$ cat config.mk
export PLATFORM = sky130hd
export DESIGN_NAME = mul_div_unit
export DESIGN_NICKNAME = d
export VERILOG_FILES = /design/src/rtl/mul_div_unit.sv
export SDC_FILE = /design/constraint.sdc
export NUM_CORES = 1
export LEC_CHECK = 0
export ABC_AREA = 1
export CAP_MARGIN = 20
export CORE_ASPECT_RATIO = 0.6
export CORE_MARGIN = 10
export CORE_UTILIZATION = 38
export DETAILED_ROUTE_END_ITERATION = 10
export DONT_BUFFER_PORTS = 1
export HOLD_SLACK_MARGIN = 0.02
export PLACE_DENSITY_LB_ADDON = 0.25
export SLEW_MARGIN = 20
export SYNTH_ARGS = -nofsm -noshare
export SYNTH_HDL_FRONTEND = slang
export SYNTH_SLANG_ARGS = --single-unit
$ cat constraint.sdc
create_clock -name clk -period 3.44 [get_ports clk]
set_clock_uncertainty 0.15 [all_clocks]
set_input_delay 0.516 -clock clk [delete_from_list [all_inputs] [get_ports clk]]
set_output_delay 0.516 -clock clk [all_outputs]
set_load 0.01 [all_outputs]
$ cat src/rtl/mul_div_unit.sv
// mul_div_unit: multi-cycle unsigned multiply/divide unit for the RISC16 datapath.
// Takes operands from the register-file read ports (R, S) and writes one result
// back through the write port (W, W_adr, we). Each op iterates one bit per cycle.
module mul_div_unit #(
  parameter int WIDTH = 16,
  parameter int ADR_W = 3
) (
  input  logic             clk,
  input  logic             reset,
  input  logic             start,
  input  logic [1:0]       op,
  input  logic [WIDTH-1:0] R,
  input  logic [WIDTH-1:0] S,
  input  logic [ADR_W-1:0] D_adr,
  output logic             busy,
  output logic             done,
  output logic             we,
  output logic [WIDTH-1:0] W,
  output logic [ADR_W-1:0] W_adr
);

  localparam int CNT_W = $clog2(WIDTH);

  typedef enum logic [1:0] {IDLE, RUN, DONE} state_e;

  state_e           state_q, state_d;
  logic [CNT_W-1:0] cnt_q, cnt_d;
  logic [1:0]       op_q, op_d;
  logic [ADR_W-1:0] adr_q, adr_d;
  // opnd holds the multiplicand (MUL) or the divisor (DIV).
  logic [WIDTH-1:0] opnd_q, opnd_d;
  // lo holds multiplier -> product low half (MUL) or dividend -> quotient (DIV).
  logic [WIDTH-1:0] lo_q, lo_d;
  // acc holds the product high half (MUL) or the partial remainder (DIV).
  logic [WIDTH-1:0] acc_q, acc_d;
  logic [WIDTH-1:0] w_q, w_d;
  logic [ADR_W-1:0] w_adr_q, w_adr_d;

  logic [WIDTH:0]   mul_sum;
  logic [WIDTH:0]   div_shift;
  logic             div_fits;
  logic [WIDTH-1:0] acc_step;
  logic [WIDTH-1:0] lo_step;

  // One iteration of shift-add multiply or restoring divide, based on the latched op.
  always_comb begin
    mul_sum   = {1'b0, acc_q} + (lo_q[0] ? {1'b0, opnd_q} : '0);
    div_shift = {acc_q, lo_q[WIDTH-1]};
    div_fits  = (div_shift >= {1'b0, opnd_q});
    acc_step  = acc_q;
    lo_step   = lo_q;
    if (op_q[1]) begin
      acc_step = div_fits ? WIDTH'(div_shift - {1'b0, opnd_q}) : div_shift[WIDTH-1:0];
      lo_step  = {lo_q[WIDTH-2:0], div_fits};
    end else begin
      acc_step = mul_sum[WIDTH:1];
      lo_step  = {mul_sum[0], lo_q[WIDTH-1:1]};
    end
  end

  // Next-state logic: accept in IDLE, iterate in RUN, publish the result on entry to DONE.
  always_comb begin
    state_d = state_q;
    cnt_d   = cnt_q;
    op_d    = op_q;
    adr_d   = adr_q;
    opnd_d  = opnd_q;
    lo_d    = lo_q;
    acc_d   = acc_q;
    w_d     = w_q;
    w_adr_d = w_adr_q;
    case (state_q)
      IDLE: begin
        if (start) begin
          op_d   = op;
          adr_d  = D_adr;
          opnd_d = op[1] ? S : R;
          lo_d   = op[1] ? R : S;
          acc_d  = '0;
          cnt_d  = '0;
          if (op[1] && (S == '0)) begin
            // Divide by zero skips iteration: quotient all ones, remainder is the dividend.
            w_d     = op[0] ? R : '1;
            w_adr_d = D_adr;
            state_d = DONE;
          end else begin
            state_d = RUN;
          end
        end
      end
      RUN: begin
        acc_d = acc_step;
        lo_d  = lo_step;
        cnt_d = cnt_q + 1'b1;
        if (cnt_q == CNT_W'(WIDTH - 1)) begin
          w_d     = op_q[0] ? acc_step : lo_step;
          w_adr_d = adr_q;
          state_d = DONE;
        end
      end
      DONE: begin
        state_d = IDLE;
      end
      default: begin
        state_d = IDLE;
      end
    endcase
  end

  // State and datapath registers with synchronous reset taking priority over start.
  always_ff @(posedge clk) begin
    if (reset) begin
      state_q <= IDLE;
      cnt_q   <= '0;
      op_q    <= '0;
      adr_q   <= '0;
      opnd_q  <= '0;
      lo_q    <= '0;
      acc_q   <= '0;
      w_q     <= '0;
      w_adr_q <= '0;
    end else begin
      state_q <= state_d;
      cnt_q   <= cnt_d;
      op_q    <= op_d;
      adr_q   <= adr_d;
      opnd_q  <= opnd_d;
      lo_q    <= lo_d;
      acc_q   <= acc_d;
      w_q     <= w_d;
      w_adr_q <= w_adr_d;
    end
  end

  assign busy  = (state_q != IDLE);
  assign done  = (state_q == DONE);
  assign we    = done;
  assign W     = w_q;
  assign W_adr = w_adr_q;

endmodule

Word level (Yosys, flattened, before mapping):

Cells that the tools add are included.

* eq/ne operators: 6
* $lt $le $gt $ge: 1
* muxes and demuxes: 26
* reduce and logical (&&, ||, !) cells: 9
* add/sub/neg operators: 3

Operators by type and width (count)
* 2-to-1 mux 16 bit: 13
* case mux 16 bit (2 select lines): 3
* adder 16 x 16 -> 17 bit: 1
* greater-or-equal comparator 17 x 16 -> 1 bit: 1
* logical NOT 16 bit: 1
* subtractor 16 bit: 1
* 2-to-1 mux 3 bit: 3
* case mux 4 bit (2 select lines): 1
* 2-to-1 mux 2 bit: 3
* != test 2 bit (second input constant): 3
* case mux 3 bit (2 select lines): 1
* AND reduction 2 bit: 3
* adder 4 x 1 -> 4 bit (second input constant): 1
* == test 4 bit (second input constant): 1
* 2-to-1 mux 4 bit: 1
* case mux 2 bit (2 select lines): 1
* AND reduction 4 bit: 1
* nonzero test 2 bit: 2
* == test 2 x 1 -> 1 bit (second input constant): 1
* == test 2 bit (second input constant): 1
* logical NOT 2 bit: 1
* logical AND 1 bit: 1

* register bits after elaboration: 78
* output and inout bits: 22
* input port bits: 40
* word-level logic and storage cells: 54

Depth between registers and ports, before layout:

Gate-level depths: netlist of run 1.

* depth in word-level cells: 6
* mapped depth: 17
* depth with buffers taken out: 16

Worst setup path before layout of run 1:

Ideal clock, no wire load.

* path kind: reg2reg
* start: register lo_q[0]
* end: register w_q[15], in the netlist W[15]
* clock period less this slack: 2577 ps
* cell stages (with the launch flop): 17
* library setup time: 66 ps
* setup slack: 863 ps
* arrival time: 2361 ps
* cell sequence: dfxtp_1 > clkbuf_1 > buf_1 > nand2_1 > inv_1 > ha_1 > inv_1 > fa_1 > o21ai_0 > nand3_1 > nand3_1 > nand2_1 > nand2_1 > nand2_1 > nand4_1 > nand2_1 > a21oi_2

* word-level cells in the longest chain between the ends: 6

RTL lines
* start, declared: RTL line 33 `logic [WIDTH-1:0] lo_q, lo_d;`
* start signal, assigned: RTL line 128 `lo_q <= lo_d;`
* 2-to-1 mux 16 bit *: RTL line 47 `mul_sum = {1'b0, acc_q} + (lo_q[0] ? {1'b0, opnd_q} : '0);`
* adder 16 x 16 -> 17 bit *: RTL line 47
* 2-to-1 mux 16 bit: RTL line 52 `if (op_q[1]) begin`
* 2-to-1 mux 16 bit *: RTL line 96 `w_d = op_q[0] ? acc_step : lo_step;`
* 2-to-1 mux 16 bit *: RTL line 95 `if (cnt_q == CNT_W'(WIDTH - 1)) begin`
* case mux 16 bit (2 select lines) *: RTL line 72 `case (state_q)`
* end signal, assigned: RTL line 130 `w_q <= w_d;`
* end, declared: RTL line 36 `logic [WIDTH-1:0] w_q, w_d;`

Mark *: on every way between the ends. The rest lies on a longest branch, timed or not. The select of a mux whose other input is x is not followed.
A chain may end at the register's enable or synchronous reset.

Worst setup path after layout of run 1:

* start: register opnd_q[14]
* end: register w_q[4], in the netlist W[4]

* word-level cells in the longest chain between the ends: 6

RTL lines
* start, declared: RTL line 31 `logic [WIDTH-1:0] opnd_q, opnd_d;`
* start signal, assigned: RTL line 127 `opnd_q <= opnd_d;`
* greater-or-equal comparator 17 x 16 -> 1 bit: RTL line 49 `div_fits = (div_shift >= {1'b0, opnd_q});`
* 2-to-1 mux 16 bit: RTL line 53 `acc_step = div_fits ? WIDTH'(div_shift - {1'b0, opnd_q}) : div_shift[WIDTH-1:0];`
* 2-to-1 mux 16 bit: RTL line 52
* 2-to-1 mux 16 bit: RTL line 96
* 2-to-1 mux 16 bit: RTL line 95
* case mux 16 bit (2 select lines): RTL line 72

No other way between the ends. The select of a mux whose other input is x is not followed.

==> results of run 1 <==
==> power breakdown <==
| part | total, mW | switching (mW) | internal [mW] |
|---|---|---|---|
| Sequential | 1.05 | 0.0704 | 0.976 |
| Combinational | 0.843 | 0.587 | 0.256 |
| Clock | 1.03 | 0.394 | 0.635 |
| Total | 2.92 | 1.05 | 1.87 |
==> worst paths after layout <==
path	to	slack, ns	cells after the start
max	W[4]	0.73	11
max reg2reg	W[4]	0.73	11
min reg2reg	adr_q[2]	0.30	2
min	acc_q[13]	0.09	1
==> through the flow <==
stage               instance area [µm²]  power (mW)  setup WS, ns  utilization, %
floorplan                          6640        1.69         0.863               -
global route                       7080        3.06         0.534            41.3
finish                             7080        2.92         0.733            41.3
detailed placement                 6770        1.89         0.796            39.5
global placement                   6770        1.89         0.800            39.5
CTS                                7080        2.91         0.778            41.3
==> routing by layer <==
metal / vias to the layer above / share of wire [%]
met5: - / 0
met4: 0 / 0.44
met3: 15 / 11
met2: 351 / 38
met1: 3155 / 50
li1: 3505 / -
==> sequential cells by signal, summed over array words and instances (netlist names) <==
signal and flops:
state_q 2, adr_q 3, cnt_q 4, opnd_q 16, acc_q 16, W_adr 3
W 16, lo_q 16, op_q 2
==> kinds of logic (layout without fill, tap and decap cells) <==
| logic type | after synthesis | count (layout) |
|---|---|---|
| XOR/XNOR | 7 | 7 |
| adder cells (fa/ha/maj) | 35 | 35 |
| flip-flops | 78 | 78 |
| AND/OR/NAND/NOR | 549 | 549 |
| multiplexers | 3 | 3 |
| buffers and inverters | 226 | 200 |
| AO/OA/AOI/OAI | 209 | 209 |
==> area by class of cell <==
type / instances / area (µm²) / area share [%]
clock buffer: 10 / 229 / 3.23
clock inverter: 6 / 86.3 / 1.22
inverter: 175 / 657 / 9.28
multi-input combinational: 803 / 4190 / 59.1
sequential: 78 / 1560 / 22.1
tap: 234 / 293 / 4.14
timing repair buffer: 9 / 67.6 / 0.954
==> cells in the final DEF, fill, tap and decap left out, types with 11 or more instances in the layout <==
cell       n
nand2_1  358
inv_1    170
o21ai_0   81
a21oi_1   78
dfxtp_1   77
nand3_1   70
nor2_1    39
ha_1      33
nand4_1   24
a31oi_1   16
nand3_2   15
or2_2     12
a21oi_2   11
==> worst max-delay path: stages, from the launching register on <==
cell,delay (ns)
dfxtp_1,0.44
inv_1,0.07
ha_1,0.45
nand2_1,0.16
nor3_2,0.27
nand3_4,0.29
nand2_4,0.30
nand2_1,0.08
nand3_1,0.10
nand3_1,0.11
nand2_1,0.10
a21oi_1,0.06
==> results.md, run 1 <==
- Status: finished, final reports clean
- Commonest cells in the netlist: 358 x nand2_1, 170 x inv_1, 81 x o21ai_0
- Hold Path Class: primary input to flop
- Post-Synth Simple-Gate Area: 37.0%
- FF+latch count, synth: 78
- Yosys Warn Count: 0
- Final setup fails: 0
- Post-Syn Area per Cell: 6.00 µm²
- Slew margin rel.: 34.7%
- Htree depth: 3
- Post-route minimum period: 2.71 ns
- Synth Flop Type: dfxtp_1
- Initial antenna violation count: 0
- Crit. End Element: flop
- CTS buffer count: 9
- Post-route insts no fill: 1315
- Final Max Tran Viols: 0
- Synth unique cells: 43
- Met2 usage: 24.6%
- DP Wirelength: 17.8 mm
- Period utilization: 78.7%
- Min Hold Slack: 0.0884 ns
- Placed Instances: 1299
- Resized cells post-CTS: 0
- TritonCTS clock tree: done
- Worst Max-Slew Pin Slew: 0.979 ns
- Leakage: 3.57 nW
- Setup TNS: 0 ns
- Global-route track usage on met1: 31.3%
- # diodes: 0
- GR Overflow Total: 0
- Post-CTS Hold Fix Bufs: 0
- Routability cong.: 0.956
- Die height: 122 µm
- Die width: 191 µm
- Largest cells by area after synthesis: dfxtp_1 24%, nand2_1 20%, inv_1 9.6%
- First-pass DRT Iterations: 6
- Compound-Gate Fraction of Synth Area: 17.7%
- All-Layer GR Usage: 19.4%
- Post-synth EDFFs: 0
- Iter 0 DRT Violations: 846
- Pwr per Cell Area: 412 nW/µm²
- Critical setup path kind: flop to flop
- Layout cells sized above 1: 7.77%
- Antenna viol nets, final: 0
- # fillers: 1892
- CTS sink count: 78
- FMAX: 0.369 GHz
- Syn Nets: 1182
- Largest net degree at the start of global routing: 60
- Clock slew at reported path FFs: 0.06 ns
- Worst R2R Start: opnd_q[14]
- Peak VDD IR: 0.301 mV
- Mapped cell area: 6640 µm²
- Nets: 1151
- Area Overhead vs Synth: 6.59%
- Initial Utilization: 38.8%
- Setup Fix Bufs, Post-CTS: 0
- Post-synthesis mux area share: 0.452%
- Post-synthesis sequential area ratio: 23.5%
- Clock buffer depth: 2
- Area leader, netlist: dfxtp_1
- Port Buffers: 0
- Clock root cell: clkbuf_16
- Most Crowded Layer GR: met1
- Core area: 17100 µm²
- # rows: 37
- Drt drc: 0
- RSZ-0062 raised after global routing: no
- XOR/XNOR Fraction of Synth Area: 0.923%
- Worst-skew pair later-pin latency: 0.34 ns
- Total die area: 23300 µm²
- Syn Inst Count: 1107
- Routing usage on met3: 4.67%
- Yosys top cell area share: 23.5%
- Most common cell in the netlist: nand2_1
- Async SR Flop Fraction: 0%
- Final wirelength: 23.2 mm
- CP startpoint: opnd_q[14]
- Adder and majority gate portion of the synthesized area: 6.82%
- Ports: 62
- Critical path peak fanout: 18
- Largest family of logic cells by synthesized area: simple AND/OR/NAND/NOR gates
- Vias in the first global route: 5974
- Vias/cell: 5.34
- Worst EP arrival: 2.79 ns
- Avg WL per Cell: 17.7 µm
- Startpoint types: flop
- Via count: 7026
- Number of max-cap violations: 0
- CP required: 3.52 ns
- First-pass GRT wire length: 35.6 mm
- Hold_sp: reset
- Fin. Hold Viols: 0
Note: power is estimated with default switching activity, not from simulation.
==> inputs of run 2 (changes only) <==
--- a/config.mk
+++ b/config.mk
@@ -5,7 +5,7 @@
 export SDC_FILE = /design/constraint.sdc
 export NUM_CORES = 1
 export LEC_CHECK = 0
-export ABC_AREA = 1
+export ABC_AREA = 0
 export CAP_MARGIN = 20
 export CORE_ASPECT_RATIO = 0.6
 export CORE_MARGIN = 10
==> constraint.sdc (replaced) <==
create_clock -name clk -period 2.7 [get_ports clk]
set_clock_uncertainty 0.15 [all_clocks]
set_input_delay 0.405 -clock clk [delete_from_list [all_inputs] [get_ports clk]]
set_output_delay 0.405 -clock clk [all_outputs]
set_load 0.01 [all_outputs]
==> run 2 against run 1 <==
  * The flow now finishes with violations (setup timing)
  * Combinational power rose by 81%
  * Critical path depth is 1 higher
  * Total power increased by 46%
  * Via count down 7.8%
  * Largest cell class unchanged
==> results.md, run 2 <==
- First-pass GRT wire length: 35.0 mm (-1.7%)
- Htree depth: 3 (unchanged)
- Critical Path End: W[14]
- Pwr per Cell Area: 519 nW/µm² (+26%)
- Startpoint types: flop
- # diodes: 0 (unchanged)
- Worst-skew pair later-pin latency: 0.35 ns (about the same)
- TritonCTS clock tree: done
- Via count: 6481 (-7.8%)
- Yosys Warn Count: 0 (unchanged)
- Commonest cells in the netlist: 79 x nor2_1, 78 x dfxtp_1, 60 x nand2_1
- Hold Path Class: primary input to flop
- Fin util: 53.9% (+13 points)
- Async SR Flop Fraction: 0% (unchanged)
- R2R depth: 12 (+1)
- Initial antenna violation count: 0 (unchanged)
- Number of max-cap violations: 0 (unchanged)
- Post-synthesis sequential area ratio: 26.4% (+2.9 points)
- Seq pwr share: 30.3% (-5.6 points)
- Die height: 117 µm (-4.8%)
- Routability cong.: 0.956 (about the same)
- # fillers: 1404 (-26%)
- All-Layer GR Usage: 20.6% (+1.2 points)
- Min Hold Slack: 0.0364 ns (-0.0521 ns)
- Worst R2R Start: lo_q[15]
- Layout cells sized above 1: 32.4% (+25 points)
- Most common cell in the netlist: nor2_1
- CP startpoint: lo_q[15]
- Area Overhead vs Synth: 39.4%
- Placed Instances: 1048 (-19%)
- Peak VDD IR: 0.375 mV (+24%)
- Area leader, netlist: dfxtp_1
- Core area: 15300 µm² (-11%)
- Largest cells by area after synthesis: dfxtp_1 26%, mux2i_1 9.0%, ha_1 7.0%
- Total die area: 21100 µm² (-9.6%)
- CP required: 2.80 ns (-0.72 ns)
- Largest net degree at the start of global routing: 52 (-13%)
- Worst Max-Slew Pin Slew: 0.930 ns (-0.0490 ns)
- FF+latch count, synth: 78 (unchanged)
- Power share of the combinational group: 35.8% (+6.9 points)
- Worst EP arrival: 3.26 ns (+0.47 ns)
- Critical path peak fanout: 2 (-16)
- Post-Syn Area per Cell: 7.88 µm² (+31%)
- Post-place setup slack: -0.525 ns (-1.32 ns)
- Die width: 181 µm (-5.1%)
- RSZ-0062 raised after global routing: yes
- Yosys top cell area share: 26.4% (+2.9 points)
- Internal Power: 2.86 mW (+53%)
- Syn Nets: 825 (-30%)
- DP Wirelength: 16.8 mm (-5.8%)
- Sw power: 1.41 mW (+34%)
- Status: finished, violations left
- Final setup fails: 29 (+29)
- Nets: 955 (-17%)
- Critical setup path kind: flop to flop
- Post-route insts no fill: 1088 (-17%)
- Syn Inst Count: 750 (-32%)
- Post-route minimum period: 3.16 ns (+0.450 ns)
- Period utilization: 117% (+38 points)
- Mapped cell area: 5910 µm² (-11%)
- Avg WL per Cell: 21.6 µm (+22%)
- Fin. Hold Viols: 0 (unchanged)
- Synth unique cells: 73 (+70%)
- Antenna viol nets, final: 0 (unchanged)
- Slew margin rel.: 37.8% (+3.1 points)
- CTS buffer count: 9 (unchanged)
- GR Overflow Total: 0 (unchanged)
- Clock buffer depth: 2 (unchanged)
- Reg2reg end: W[14]
- First-pass DRT Iterations: 6 (unchanged)
- Most frequent cells in the layout: 152 x buf_4, 76 x nor2_1, 64 x dfxtp_1
- # rows: 35 (-5.4%)
- Failing checks: setup timing
- Final wirelength: 23.5 mm (+1.3%)
- Port Buffers: 0 (unchanged)
- Final Max Tran Viols: 0 (unchanged)
- Clock slew at reported path FFs: 0.07 ns (about the same)
- Post-synth EDFFs: 0 (unchanged)
- Final setup margin: -0.457 ns (-1.19 ns)
- Vias in the first global route: 6155 (+3.0%)
- Leakage: 3.33 nW (-6.8%)
- Iter 0 DRT Violations: 816 (-3.5%)
- CTS sink count: 78 (unchanged)
- Synth Flop Type: dfxtp_1
- Initial Utilization: 38.6% (-0.13 points)
- Vias/cell: 5.96 (+11%)
- FMAX: 0.317 GHz (-14%)
- Ports: 62 (unchanged)
- Drt drc: 0 (unchanged)
- Clock Power Share: 34.0% (-1.2 points)
- Crit. End Element: flop
- Worst reg2reg setup slack: -0.46 ns (-1.19 ns)
- Most common cell after layout, fill and taps aside: buf_4
- Switching Share: 33.0% (-3.1 points)
- Clock root cell: clkbuf_16
## run 2: cell types whose count changed in the layout (fill, tap and decap cells not counted), moves of 33 or more
cell / change
nand2_1: -299
inv_1: -146
a21oi_1: -33
buf_4: +143
nand3_1: -51
o21ai_0: -49
mux2i_1: +47
nor2_1: +37
## run 2: power by group through the flow
stage,Combinational [mW],Sequential [mW],Clock (mW)
floorplan,0.761,1.28,0
global placement,1.19,1.31,0
detailed placement,1.21,1.31,0
CTS,1.30,1.29,1.45
global route,1.64,1.30,1.50
finish,1.53,1.29,1.45
## run 2: what timing repair did
| action | 4_1_cts | 5_1_grt |
|---|---|---|
| gates resized for setup | 17 | 82 |
| endpoints found under the setup margin | 31 | 36 |
| hold endpoints to repair | 50 | 1 |
| setup buffers | 2 | 19 |
| hold buffers | 2 | 1 |
| pin swaps | 2 | 29 |
## run 2: cells by family (layout without fill, tap and decap cells)
group                      count (synthesis)  count (layout)  share of synthesized area (%)
buffers and inverters                     79             214                           5.21
adders and majority gates                 35              35                           7.67
DFF                                       78              78                           26.4
and+or+nand+nor                          251             251                           20.4
AOI/OAI and AO/OA                        227             227                           26.7
muxes                                     59              59                           10.5
xor gates and xnor gates                  21              21                           3.11
## run 2: metrics by stage
stage               area [µm²]  total power [mW]  setup TNS [ns]
global route              8230              4.44           -6.47
detailed placement        7200              2.52           -8.71
floorplan                 6050              2.04          -0.294
finish                    8230              4.27           -4.09
CTS                       7690              4.04           -6.90
global placement          7200              2.50           -8.55
## run 2: worst min-delay path by stage
stage / endpoint / cells after the start / slack [ns] / start
global route: W[7] / 1 / 0.04 / reset
global placement: adr_q[1] / 2 / 0.29 / adr_q[1]
CTS: W[4] / 1 / 0.03 / reset
detailed placement: adr_q[1] / 2 / 0.29 / adr_q[1]
floorplan: adr_q[0] / 2 / 0.29 / adr_q[0]
finish: op_q[0] / 2 / 0.04 / op[0]
## run 2: routing by layer
| metal | wire length [µm] | up-vias | global-route usage (%) |
|---|---|---|---|
| met2 | 9770 | 313 | 30.0 |
| met5 | 0 | - | 0 |
| met3 | 2740 | 39 | 7.33 |
| met1 | 10700 | 3094 | 28.6 |
| met4 | 344 | 0 | 4.16 |
| li1 | - | 3035 | - |
## run 2: cell type report
class                           instances  area, µm²  area share (%)
Tap cell                              203        254            3.09
Sequential cell                        78       1590            19.3
Clock buffer                           10        229            2.78
Inverter                               33        124            1.50
Multi-Input combinational cell        593       4590            55.8
Clock inverter                          6        118            1.43
Timing Repair Buffer                  165       1330            16.1
## run 2: critical path, cell delays in order, from the launching register on
cell and delay, ns:
dfxtp_2 0.33, inv_2 0.08, ha_4 0.15, inv_2 0.04, fa_2 0.39, a211oi_2 0.22
o21ai_1 0.11, and3_4 0.18, o41a_1 0.43, xor2_2 0.20, mux2i_1 0.10, mux4_2 0.49
a311oi_2 0.20
==> inputs of run 3 (changes only) <==
--- a/config.mk
+++ b/config.mk
@@ -10,6 +10,7 @@
 export CORE_ASPECT_RATIO = 0.6
 export CORE_MARGIN = 10
 export CORE_UTILIZATION = 38
+export CTS_BUF_LIST = sky130_fd_sc_hd__clkbuf_4 sky130_fd_sc_hd__clkbuf_8 sky130_fd_sc_hd__clkbuf_16
 export DETAILED_ROUTE_END_ITERATION = 10
 export DONT_BUFFER_PORTS = 1
 export HOLD_SLACK_MARGIN = 0.02
==> run 3 against run 2 <==
  * The flow still finishes with violations (setup timing)
  * Routed wire length is 0.66% higher
  * Fmax increased by 0.44%
  * Sequential share of layout area is essentially flat
  * Non-clock buffer count stayed put
  * Final area about the same
  * Register-to-register slack about the same
  * Critical path type unchanged
  * Critical endpoint unchanged
==> results.md, run 3 (synthesis gave the netlist of run 2 again) <==
- CP required: 2.80 ns (about the same)
- Ports: 62 (unchanged)
- DP Wirelength: 16.8 mm (unchanged)
- Area Overhead vs Synth: 39.4% (about the same)
- Routability cong.: 0.956 (unchanged)
- Fin. Hold Viols: 0 (unchanged)
- Pwr per Cell Area: 521 nW/µm² (+0.31%)
- Hold Path Class: primary input to flop
- CP dominant cell by count: inv_2
- Clock root cell: clkbuf_16
- Cell area after layout: 8240 µm² (about the same)
- Crit. End Element: flop
- FMAX: 0.318 GHz (+0.44%)
- # diodes: 0 (unchanged)
- Die width: 181 µm (unchanged)
- First-pass DRT Iterations: 6 (unchanged)
- Worst Max-Slew Pin Slew: 0.919 ns (-0.0108 ns)
- Worst EP arrival: 3.25 ns (about the same)
- Drt drc: 0 (unchanged)
- Vias in the first global route: 6157 (+0.032%)
- Nets: 955 (unchanged)
- Avg WL per Cell: 21.8 µm (+0.66%)
- Core area: 15300 µm² (unchanged)
- Htree depth: 3 (unchanged)
- Worst-skew pair later-pin latency: 0.35 ns (about the same)
- # fillers: 1402 (-0.14%)
- Fin util: 53.9% (about the same)
- Post-route minimum period: 3.14 ns (-0.0139 ns)
- Number of max-cap violations: 0 (unchanged)
- CTS buffer count: 9 (unchanged)
- First-pass GRT wire length: 35.1 mm (about the same)
- Failing checks: setup timing
- TritonCTS clock tree: done
- Initial antenna violation count: 0 (unchanged)
- Clock buffer depth: 2 (unchanged)
- Startpoint types: flop
- CTS sink count: 78 (unchanged)
- RSZ-0062 raised after global routing: yes
- Initial Utilization: 38.6% (unchanged)
- Most frequent cells in the layout: 152 x buf_4, 76 x nor2_1, 63 x dfxtp_1
- CP max stage delay: 0.49 ns (about the same)
- Leakage: 3.33 nW (+0.11%)
- Status: finished, violations left
- GR Overflow Total: 0 (unchanged)
- Final wirelength: 23.7 mm (+0.66%)
- Critical path peak fanout: 2 (unchanged)
- Placed standard-cell area: 7200 µm² (unchanged)
- Total die area: 21100 µm² (unchanged)
- All-Layer GR Usage: 20.6% (about the same)
- Final setup fails: 29 (unchanged)
- Peak VDD IR: 0.374 mV (-0.34%)
- Port Buffers: 0 (unchanged)
- Final setup margin: -0.443 ns (+0.0139 ns)
- Die height: 117 µm (unchanged)
- Critical setup path kind: flop to flop
- Most common cell after layout, fill and taps aside: buf_4
- Slew margin rel.: 38.5% (+0.72 points)
- Clock slew at reported path FFs: 0.07 ns (about the same)
- Vias/cell: 5.95 (-0.19%)
- # rows: 35 (unchanged)
- Crit path max-delay cell type: mux4_2
- Antenna viol nets, final: 0 (unchanged)
- Iter 0 DRT Violations: 686 (-16%)
- Layout cells sized above 1: 32.7% (+0.23 points)
- Crit-path cells: inv_2 > ha_4 > inv_2 > fa_2 > a211oi_2 > o21ai_1 > and3_4 > o41a_1 > xor2_2 > mux2i_1 > mux4_2 > a311oi_2
- Period utilization: 116% (-0.52 points)
- Final Max Tran Viols: 0 (unchanged)
- Largest net degree at the start of global routing: 52 (unchanged)
- Via count: 6469 (-0.19%)
run 3: cell types whose count changed in the layout (fill, tap and decap cells not counted):
| cell | previous run | this run |
|---|---|---|
| clkbuf_1 | 1 | 0 |
| clkbuf_4 | 0 | 1 |
| dfxtp_1 | 64 | 63 |
| dfxtp_2 | 11 | 12 |
run 3: cell type report:
type | count | area (µm²) | area share [%]
Clock inverter | 6 | 118 | 1.43
Clock buffer | 10 | 233 | 2.83
Inverter | 33 | 124 | 1.50
Sequential cell | 78 | 1590 | 19.3
Multi-Input combinational cell | 593 | 4590 | 55.8
Timing Repair Buffer | 165 | 1330 | 16.1
Tap cell | 203 | 254 | 3.08
run 3: layer usage:
layer  share of wire, %  global-route usage [%]  vias to the layer above
li1                   -                       -                     3037
met4                1.7                    3.83                        0
met1                 45                    28.6                     3056
met3                 12                    7.33                       47
met2                 41                    30.2                      329
met5                  0                       0                        -
run 3: worst max-delay path, delay by kind of cell (launching register included):
family | cells | cell delay, ns
muxes | 2 | 0.59
DFF | 1 | 0.32
and+or+nand+nor | 1 | 0.18
buffers and inverters | 2 | 0.12
xor gates and xnor gates | 1 | 0.20
AOI/OAI and AO/OA | 4 | 0.96
adders and majority gates | 2 | 0.54
run 3: power breakdown:
part	switching [mW]	internal (mW)	total, mW
Sequential	0.0754	1.22	1.29
Combinational	0.799	0.732	1.53
Clock	0.538	0.925	1.46
Total	1.41	2.87	4.29
run 3: path summary, 6_finish.rpt:
| kind | startpoint | endpoint | slack, ns | depth (start not counted) |
|---|---|---|---|---|
| worst max-delay path | lo_q[15] | W[14] | -0.44 | 12 |
| worst min-delay path | op[0] | op_q[0] | 0.04 | 2 |
| worst max register to register | lo_q[15] | W[14] | -0.44 | 12 |
| worst min register to register | adr_q[1] | adr_q[1] | 0.31 | 2 |
run 3: timing repair:
action | 4_1_cts | 5_1_grt
setup buffers | 2 | 19
resized for setup | 17 | 84
hold endpoints to repair | 50 | 1
hold buffers | 2 | 1
endpoints found under the setup margin | 31 | 36
pin swaps | 2 | 29
run 3: through the flow:
| step | cells | TNS (ns) | hold WS (ns) | setup WS [ns] | power (mW) |
|---|---|---|---|---|---|
| floorplan | 750 | -0.294 | 0.287 | -0.204 | 2.04 |
| CTS | 1068 | -6.90 | 0.0281 | -0.443 | 4.05 |
| finish | 1088 | -4.20 | 0.0361 | -0.443 | 4.29 |
| global placement | 1048 | -8.55 | 0.289 | -0.463 | 2.50 |
| detailed placement | 1048 | -8.71 | 0.294 | -0.525 | 2.52 |
| global route | 1088 | -6.43 | 0.0436 | -0.516 | 4.45 |
